==> config.mk <==
export PLATFORM = sky130hd
export DESIGN_NAME = sync_fifo_lvl_flat
export DESIGN_NICKNAME = d
export VERILOG_FILES = /design/src/rtl/sync_fifo_lvl_if.sv /design/src/rtl/sync_fifo_lvl.sv /design/src/flat_wrapper.sv
export SDC_FILE = /design/constraint.sdc
export NUM_CORES = 1
export LEC_CHECK = 0
export CAP_MARGIN = 15
export CORE_MARGIN = 2
export CORE_UTILIZATION = 59
export CTS_CLUSTER_DIAMETER = 150
export DETAILED_ROUTE_END_ITERATION = 7
export PLACE_DENSITY_LB_ADDON = 0.3
export SKIP_CTS_REPAIR_TIMING = 1
export SKIP_LAST_GASP = 1
export SLEW_MARGIN = 20
export SYNTH_ARGS = -nofsm -noshare
export SYNTH_HDL_FRONTEND = slang
export SYNTH_SLANG_ARGS = --single-unit
==> constraint.sdc <==
create_clock -name clk -period 3.2 [get_ports clk]
set_input_delay 0.8 -clock clk [delete_from_list [all_inputs] [get_ports clk]]
set_output_delay 0.8 -clock clk [all_outputs]
set_load 0.01 [all_outputs]
==> src/rtl/sync_fifo_lvl_if.sv <==
// Producer/consumer bundle for sync_fifo_lvl: write/read requests, flush,
// programmable level thresholds, read data and the occupancy/error flags.
interface sync_fifo_lvl_if #(
    parameter int DSIZE = 8,
    parameter int ASIZE = 4
);
    // winc/rinc are requests, not handshakes: a request is accepted on a rising
    // edge only if the FIFO is not full/empty and flush is low. A refused
    // request sets the matching sticky error flag and is not retried.
    logic [DSIZE-1:0] wdata;
    logic             winc;
    logic             rinc;
    logic             flush;
    logic [ASIZE:0]   af_level;
    logic [ASIZE:0]   ae_level;
    logic [DSIZE-1:0] rdata;
    logic [ASIZE:0]   count;
    logic             wfull;
    logic             tfull;
    logic             hfull;
    logic             qfull;
    logic             rempty;
    logic             afull;
    logic             aempty;
    logic             wovf;
    logic             rudf;

    modport master (
        output wdata, winc, rinc, flush, af_level, ae_level,
        input  rdata, count, wfull, tfull, hfull, qfull, rempty,
               afull, aempty, wovf, rudf
    );

    modport slave (
        input  wdata, winc, rinc, flush, af_level, ae_level,
        output rdata, count, wfull, tfull, hfull, qfull, rempty,
               afull, aempty, wovf, rudf
    );
endinterface

==> src/rtl/sync_fifo_lvl.sv <==
// Single-clock FIFO with word count, fixed quarter-level flags, programmable
// almost-full/almost-empty thresholds, synchronous flush and sticky errors.
module sync_fifo_lvl #(
    parameter int DSIZE = 8,
    parameter int ASIZE = 4
) (
    input  logic clk,
    input  logic rst_n,
    sync_fifo_lvl_if.slave bus
);
    localparam int DEPTH = 1 << ASIZE;
    localparam logic [ASIZE:0] LVL_FULL = (ASIZE+1)'(DEPTH);
    localparam logic [ASIZE:0] LVL_TQ   = (ASIZE+1)'((3 * DEPTH) / 4);
    localparam logic [ASIZE:0] LVL_HALF = (ASIZE+1)'(DEPTH / 2);
    localparam logic [ASIZE:0] LVL_QTR  = (ASIZE+1)'(DEPTH / 4);

    logic [DSIZE-1:0] mem_q [DEPTH];
    logic [ASIZE-1:0] wptr_q, wptr_d;
    logic [ASIZE-1:0] rptr_q, rptr_d;
    logic [ASIZE:0]   count_q, count_d;
    logic [DSIZE-1:0] rdata_q, rdata_d;
    logic             wovf_q, wovf_d;
    logic             rudf_q, rudf_d;
    logic             full, empty, wr_ok, rd_ok;

    // Flags decode the count register only, so requests never reach them.
    assign full  = (count_q == LVL_FULL);
    assign empty = (count_q == '0);
    assign wr_ok = bus.winc && !full  && !bus.flush;
    assign rd_ok = bus.rinc && !empty && !bus.flush;

    always_comb begin
        wptr_d  = wptr_q;
        rptr_d  = rptr_q;
        count_d = count_q;
        rdata_d = rdata_q;
        wovf_d  = wovf_q;
        rudf_d  = rudf_q;
        if (bus.flush) begin
            wptr_d  = '0;
            rptr_d  = '0;
            count_d = '0;
            wovf_d  = 1'b0;
            rudf_d  = 1'b0;
        end else begin
            if (bus.winc && full)  wovf_d = 1'b1;
            if (bus.rinc && empty) rudf_d = 1'b1;
            if (wr_ok) wptr_d = wptr_q + ASIZE'(1);
            if (rd_ok) begin
                rptr_d  = rptr_q + ASIZE'(1);
                rdata_d = mem_q[rptr_q];
            end
            case ({wr_ok, rd_ok})
                2'b10:   count_d = count_q + (ASIZE+1)'(1);
                2'b01:   count_d = count_q - (ASIZE+1)'(1);
                default: count_d = count_q;
            endcase
        end
    end

    always_ff @(posedge clk or negedge rst_n) begin
        if (!rst_n) begin
            wptr_q  <= '0;
            rptr_q  <= '0;
            count_q <= '0;
            rdata_q <= '0;
            wovf_q  <= 1'b0;
            rudf_q  <= 1'b0;
        end else begin
            wptr_q  <= wptr_d;
            rptr_q  <= rptr_d;
            count_q <= count_d;
            rdata_q <= rdata_d;
            wovf_q  <= wovf_d;
            rudf_q  <= rudf_d;
        end
    end

    // Storage needs no reset: the pointers alone define which words are valid.
    always_ff @(posedge clk) begin
        if (wr_ok) mem_q[wptr_q] <= bus.wdata;
    end

    assign bus.rdata  = rdata_q;
    assign bus.count  = count_q;
    assign bus.wfull  = full;
    assign bus.tfull  = (count_q >= LVL_TQ);
    assign bus.hfull  = (count_q >= LVL_HALF);
    assign bus.qfull  = (count_q >= LVL_QTR);
    assign bus.rempty = empty;
    assign bus.afull  = (count_q >= bus.af_level);
    assign bus.aempty = (count_q <= bus.ae_level);
    assign bus.wovf   = wovf_q;
    assign bus.rudf   = rudf_q;
endmodule

==> src/flat_wrapper.sv <==
// flat-port wrapper written by rule: the top's interface ports become plain ports
module sync_fifo_lvl_flat 
#(
    parameter int DSIZE = 8,
    parameter int ASIZE = 4
)
  (clk, rst_n, bus_wdata, bus_winc, bus_rinc, bus_flush, bus_af_level, bus_ae_level, bus_rdata, bus_count, bus_wfull, bus_tfull, bus_hfull, bus_qfull, bus_rempty, bus_afull, bus_aempty, bus_wovf, bus_rudf);
  sync_fifo_lvl_if #(.DSIZE(DSIZE), .ASIZE(ASIZE)) bus_i ();
  input  logic clk;
  input  logic rst_n;
  input wire logic [$bits(bus_i.wdata)-1:0] bus_wdata;
  input wire logic [$bits(bus_i.winc)-1:0] bus_winc;
  input wire logic [$bits(bus_i.rinc)-1:0] bus_rinc;
  input wire logic [$bits(bus_i.flush)-1:0] bus_flush;
  input wire logic [$bits(bus_i.af_level)-1:0] bus_af_level;
  input wire logic [$bits(bus_i.ae_level)-1:0] bus_ae_level;
  output wire logic [$bits(bus_i.rdata)-1:0] bus_rdata;
  output wire logic [$bits(bus_i.count)-1:0] bus_count;
  output wire logic [$bits(bus_i.wfull)-1:0] bus_wfull;
  output wire logic [$bits(bus_i.tfull)-1:0] bus_tfull;
  output wire logic [$bits(bus_i.hfull)-1:0] bus_hfull;
  output wire logic [$bits(bus_i.qfull)-1:0] bus_qfull;
  output wire logic [$bits(bus_i.rempty)-1:0] bus_rempty;
  output wire logic [$bits(bus_i.afull)-1:0] bus_afull;
  output wire logic [$bits(bus_i.aempty)-1:0] bus_aempty;
  output wire logic [$bits(bus_i.wovf)-1:0] bus_wovf;
  output wire logic [$bits(bus_i.rudf)-1:0] bus_rudf;
  assign bus_i.wdata = bus_wdata;
  assign bus_i.winc = bus_winc;
  assign bus_i.rinc = bus_rinc;
  assign bus_i.flush = bus_flush;
  assign bus_i.af_level = bus_af_level;
  assign bus_i.ae_level = bus_ae_level;
  assign bus_rdata = bus_i.rdata;
  assign bus_count = bus_i.count;
  assign bus_wfull = bus_i.wfull;
  assign bus_tfull = bus_i.tfull;
  assign bus_hfull = bus_i.hfull;
  assign bus_qfull = bus_i.qfull;
  assign bus_rempty = bus_i.rempty;
  assign bus_afull = bus_i.afull;
  assign bus_aempty = bus_i.aempty;
  assign bus_wovf = bus_i.wovf;
  assign bus_rudf = bus_i.rudf;
  sync_fifo_lvl #(.DSIZE(DSIZE), .ASIZE(ASIZE)) u_core (.clk(clk), .rst_n(rst_n), .bus(bus_i));
endmodule
==> qor.txt <==
global-route wire length before repair = 20200 um
final slew viol count = 0
share of layout cells above drive strength 1 = 21.3%
clk buf depth = 2
TritonCTS buffer count = 17
Gate Count Post-Synth = 370
CP Capture Type = output pin
Fillers = 626
post-route ant nets = 0
final net count = 482
Leak = 2.86 nW
Remaining Overflow, GRT = 0
post-route insts no fill = 595
class of the worst hold path = flip-flop to flip-flop
VDD IR-drop max = 0.401 mV
Final Cycle Share = 103%
io pins = 45
slowest cell delay on critical path = 450 ps
max-cap check violation count = 0
Final Worst Setup Slack = -87.8 ps
EDFF count, synth = 128
CP Max Fanout = 2
H-tree levels = 4
final core occ = 72.2%
WP buf/inv = 3
Max Clock Skew = 6.90 ps
clock slew at reported path FFs = 60 ps
worst-path cell chain = clkdlybuf4s50_1, inv_1, ha_1, nor2b_1, o21a_1, o21a_1, o21a_1, o22ai_1, dlymetal6s2s_1
Post-route DRC = 0
# clock sinks = 151
initial DRC count = 352
Slew headroom = 56.0%
most frequent cells in the layout = 128 x edfxtp_1, 39 x clkdlybuf4s50_1, 31 x buf_4
unrepaired setup endpoints after global routing = yes
WL/cell = 22.6 um
GPL Wtd Cong = 0.857
row cnt = 38
largest net degree at the start of global routing = 36
CTS tree = done
CP required = 2400 ps
die height = 110 um
Post-synth top flop = edfxtp_1
Final Hold Viols = 0
Buffers on Ports = 44
Placed Cells = 563
CP dominant cell by count = o21a_1
vias post-DR = 3610
pwr dens = 698 mW/mm^2
CP Launch Type = input port
failing checks = negative setup slack
Final Power = 5.49 mW
worst skew pair latency = 530 ps
worst reg-to-reg path cell count = 10
Root Driver = clkbuf_8
commonest non-fill, non-tap cell in the layout = edfxtp_1
Ys Warns = 0
die area = 0.0121 sq mm
Final HPWL DP = 8270 um
syn_area_per_cell = 17.9 sq um
DR vias/cell = 6.07
Detailed Route WL = 13500 um
syn nets = 410
Total GRT Usage = 24.1%
synthesized area = 0.00664 sq mm
FF+latch count, synth = 151
Critical Path AT = 2490 ps
Die Wd = 110 um
ys async rst share = 15.2%
WS Path Type = input port to output pin
initial antenna violation count = 0
Min Clock Period, post-route = 3290 ps
DRT Pass-1 Iters = 5
number of global-route vias before repair = 3608
Antenna diodes = 0
# setup viols final = 1
Slowest cell on crit path = clkdlybuf4s50_1
hold-critical path depth = 2
CP top delay family = buffers and inverters
Setup Slack @ Placement = -498 ps
Achievable Freq = 0.304 GHz
Unique masters post-synth = 48
Core Area = 0.0109 sq mm
register area share after synthesis = 66.6%
critical path depth in cells = 9
Initial Util = 61.0%
synthesis-to-layout area growth = 18.4%
Worst-Margin Slew = 659 ps
status = finished with violations
## routing by layer
metal,track usage (%),wire length (um)
met5,0,0
met1,32.3,5570
met4,7.78,198
met3,5.88,940
met2,39.4,6740
## synthesized netlist by cell type (all sizes together), types with 4 or more instances
master | n | share of area (%)
xnor2 | 7 | 0.92
mux2 | 8 | 1.4
o21ai | 7 | 0.75
mux4 | 40 | 15
nand2 | 17 | 0.96
dfrtp | 23 | 8.7
inv | 15 | 0.85
xor2 | 4 | 0.53
clkbuf | 4 | 0.28
nor2 | 26 | 1.5
edfxtp | 128 | 58
nor3 | 8 | 0.60
a21oi | 8 | 0.60
ha | 17 | 3.2
a21o | 4 | 0.45
buf | 18 | 2.2
## worst paths after layout
| check | from | end | slack, ps |
|---|---|---|---|
| worst max-delay path | bus_ae_level[1] | bus_aempty | -90 |
| worst min-delay path | u_core.bus.rudf$_DFFE_PN0P_ | u_core.bus.rudf$_DFFE_PN0P_ | 500 |
| worst max register to register | u_core.bus.count[0]$_DFFE_PN0P_ | u_core.bus.count[4]$_DFFE_PN0P_ | 320 |
| worst min register to register | u_core.bus.rudf$_DFFE_PN0P_ | u_core.bus.rudf$_DFFE_PN0P_ | 500 |
| max in group asynchronous | rst_n | u_core.rptr_q[0]$_DFFE_PN0P_ | 2310 |
| min in group asynchronous | rst_n | u_core.wptr_q[1]$_DFFE_PN0P_ | 630 |
## sequential cells by signal (all words and copies together), names as in the netlist
| signal | flops |
|---|---|
| u_core.bus.wovf | 1 |
| u_core.rptr_q | 4 |
| u_core.wptr_q | 4 |
| u_core.bus.rdata | 8 |
| u_core.bus.rudf | 1 |
| u_core.bus.count | 5 |
| u_core.mem_q | 128 |
## worst min-delay path, cell delays in order, from the launching register on
cell and delay, ps:
dfrtp_1 340, a21oi_1 40, nor2_1 70
## power by group
group,switching [mW],internal [mW]
Combinational,0.659,0.700
Sequential,0.0712,2.24
Clock,0.783,1.03
Total,1.51,3.97
## kinds of logic after synthesis
kind of cell / count (synthesis) / synth area share [%]
adder cells (fa/ha/maj): 17 / 3.20
AND/OR/NAND/NOR: 71 / 5.09
AO/OA/AOI/OAI: 35 / 4.22
XOR/XNOR: 11 / 1.45
multiplexers: 48 / 16.1
buffers and inverters: 37 / 3.37
flip-flops: 151 / 66.6
## layout make-up
cell class,instances,area (sq um),share of cell area [%]
Multi-Input combinational cell,182,2000,25.5
Tap cell,140,175,2.23
Inverter,15,56.3,0.716
Clock buffer,20,425,5.41
Timing Repair Buffer,75,678,8.62
Clock inverter,12,105,1.34
Sequential cell,151,4420,56.2
## stage by stage
| stage | cell area [sq um] | setup TNS [ps] | hold slack [ps] |
|---|---|---|---|
| floorplan | 6640 | 0 | 504 |
| global placement | 7320 | -767 | 481 |
| detailed placement | 7320 | -865 | 487 |
| CTS | 7850 | -1140 | 500 |
| global route | 7870 | -186 | 533 |
| finish | 7870 | -87.8 | 495 |
No activity file was read; power rests on OpenSTA's default activity.
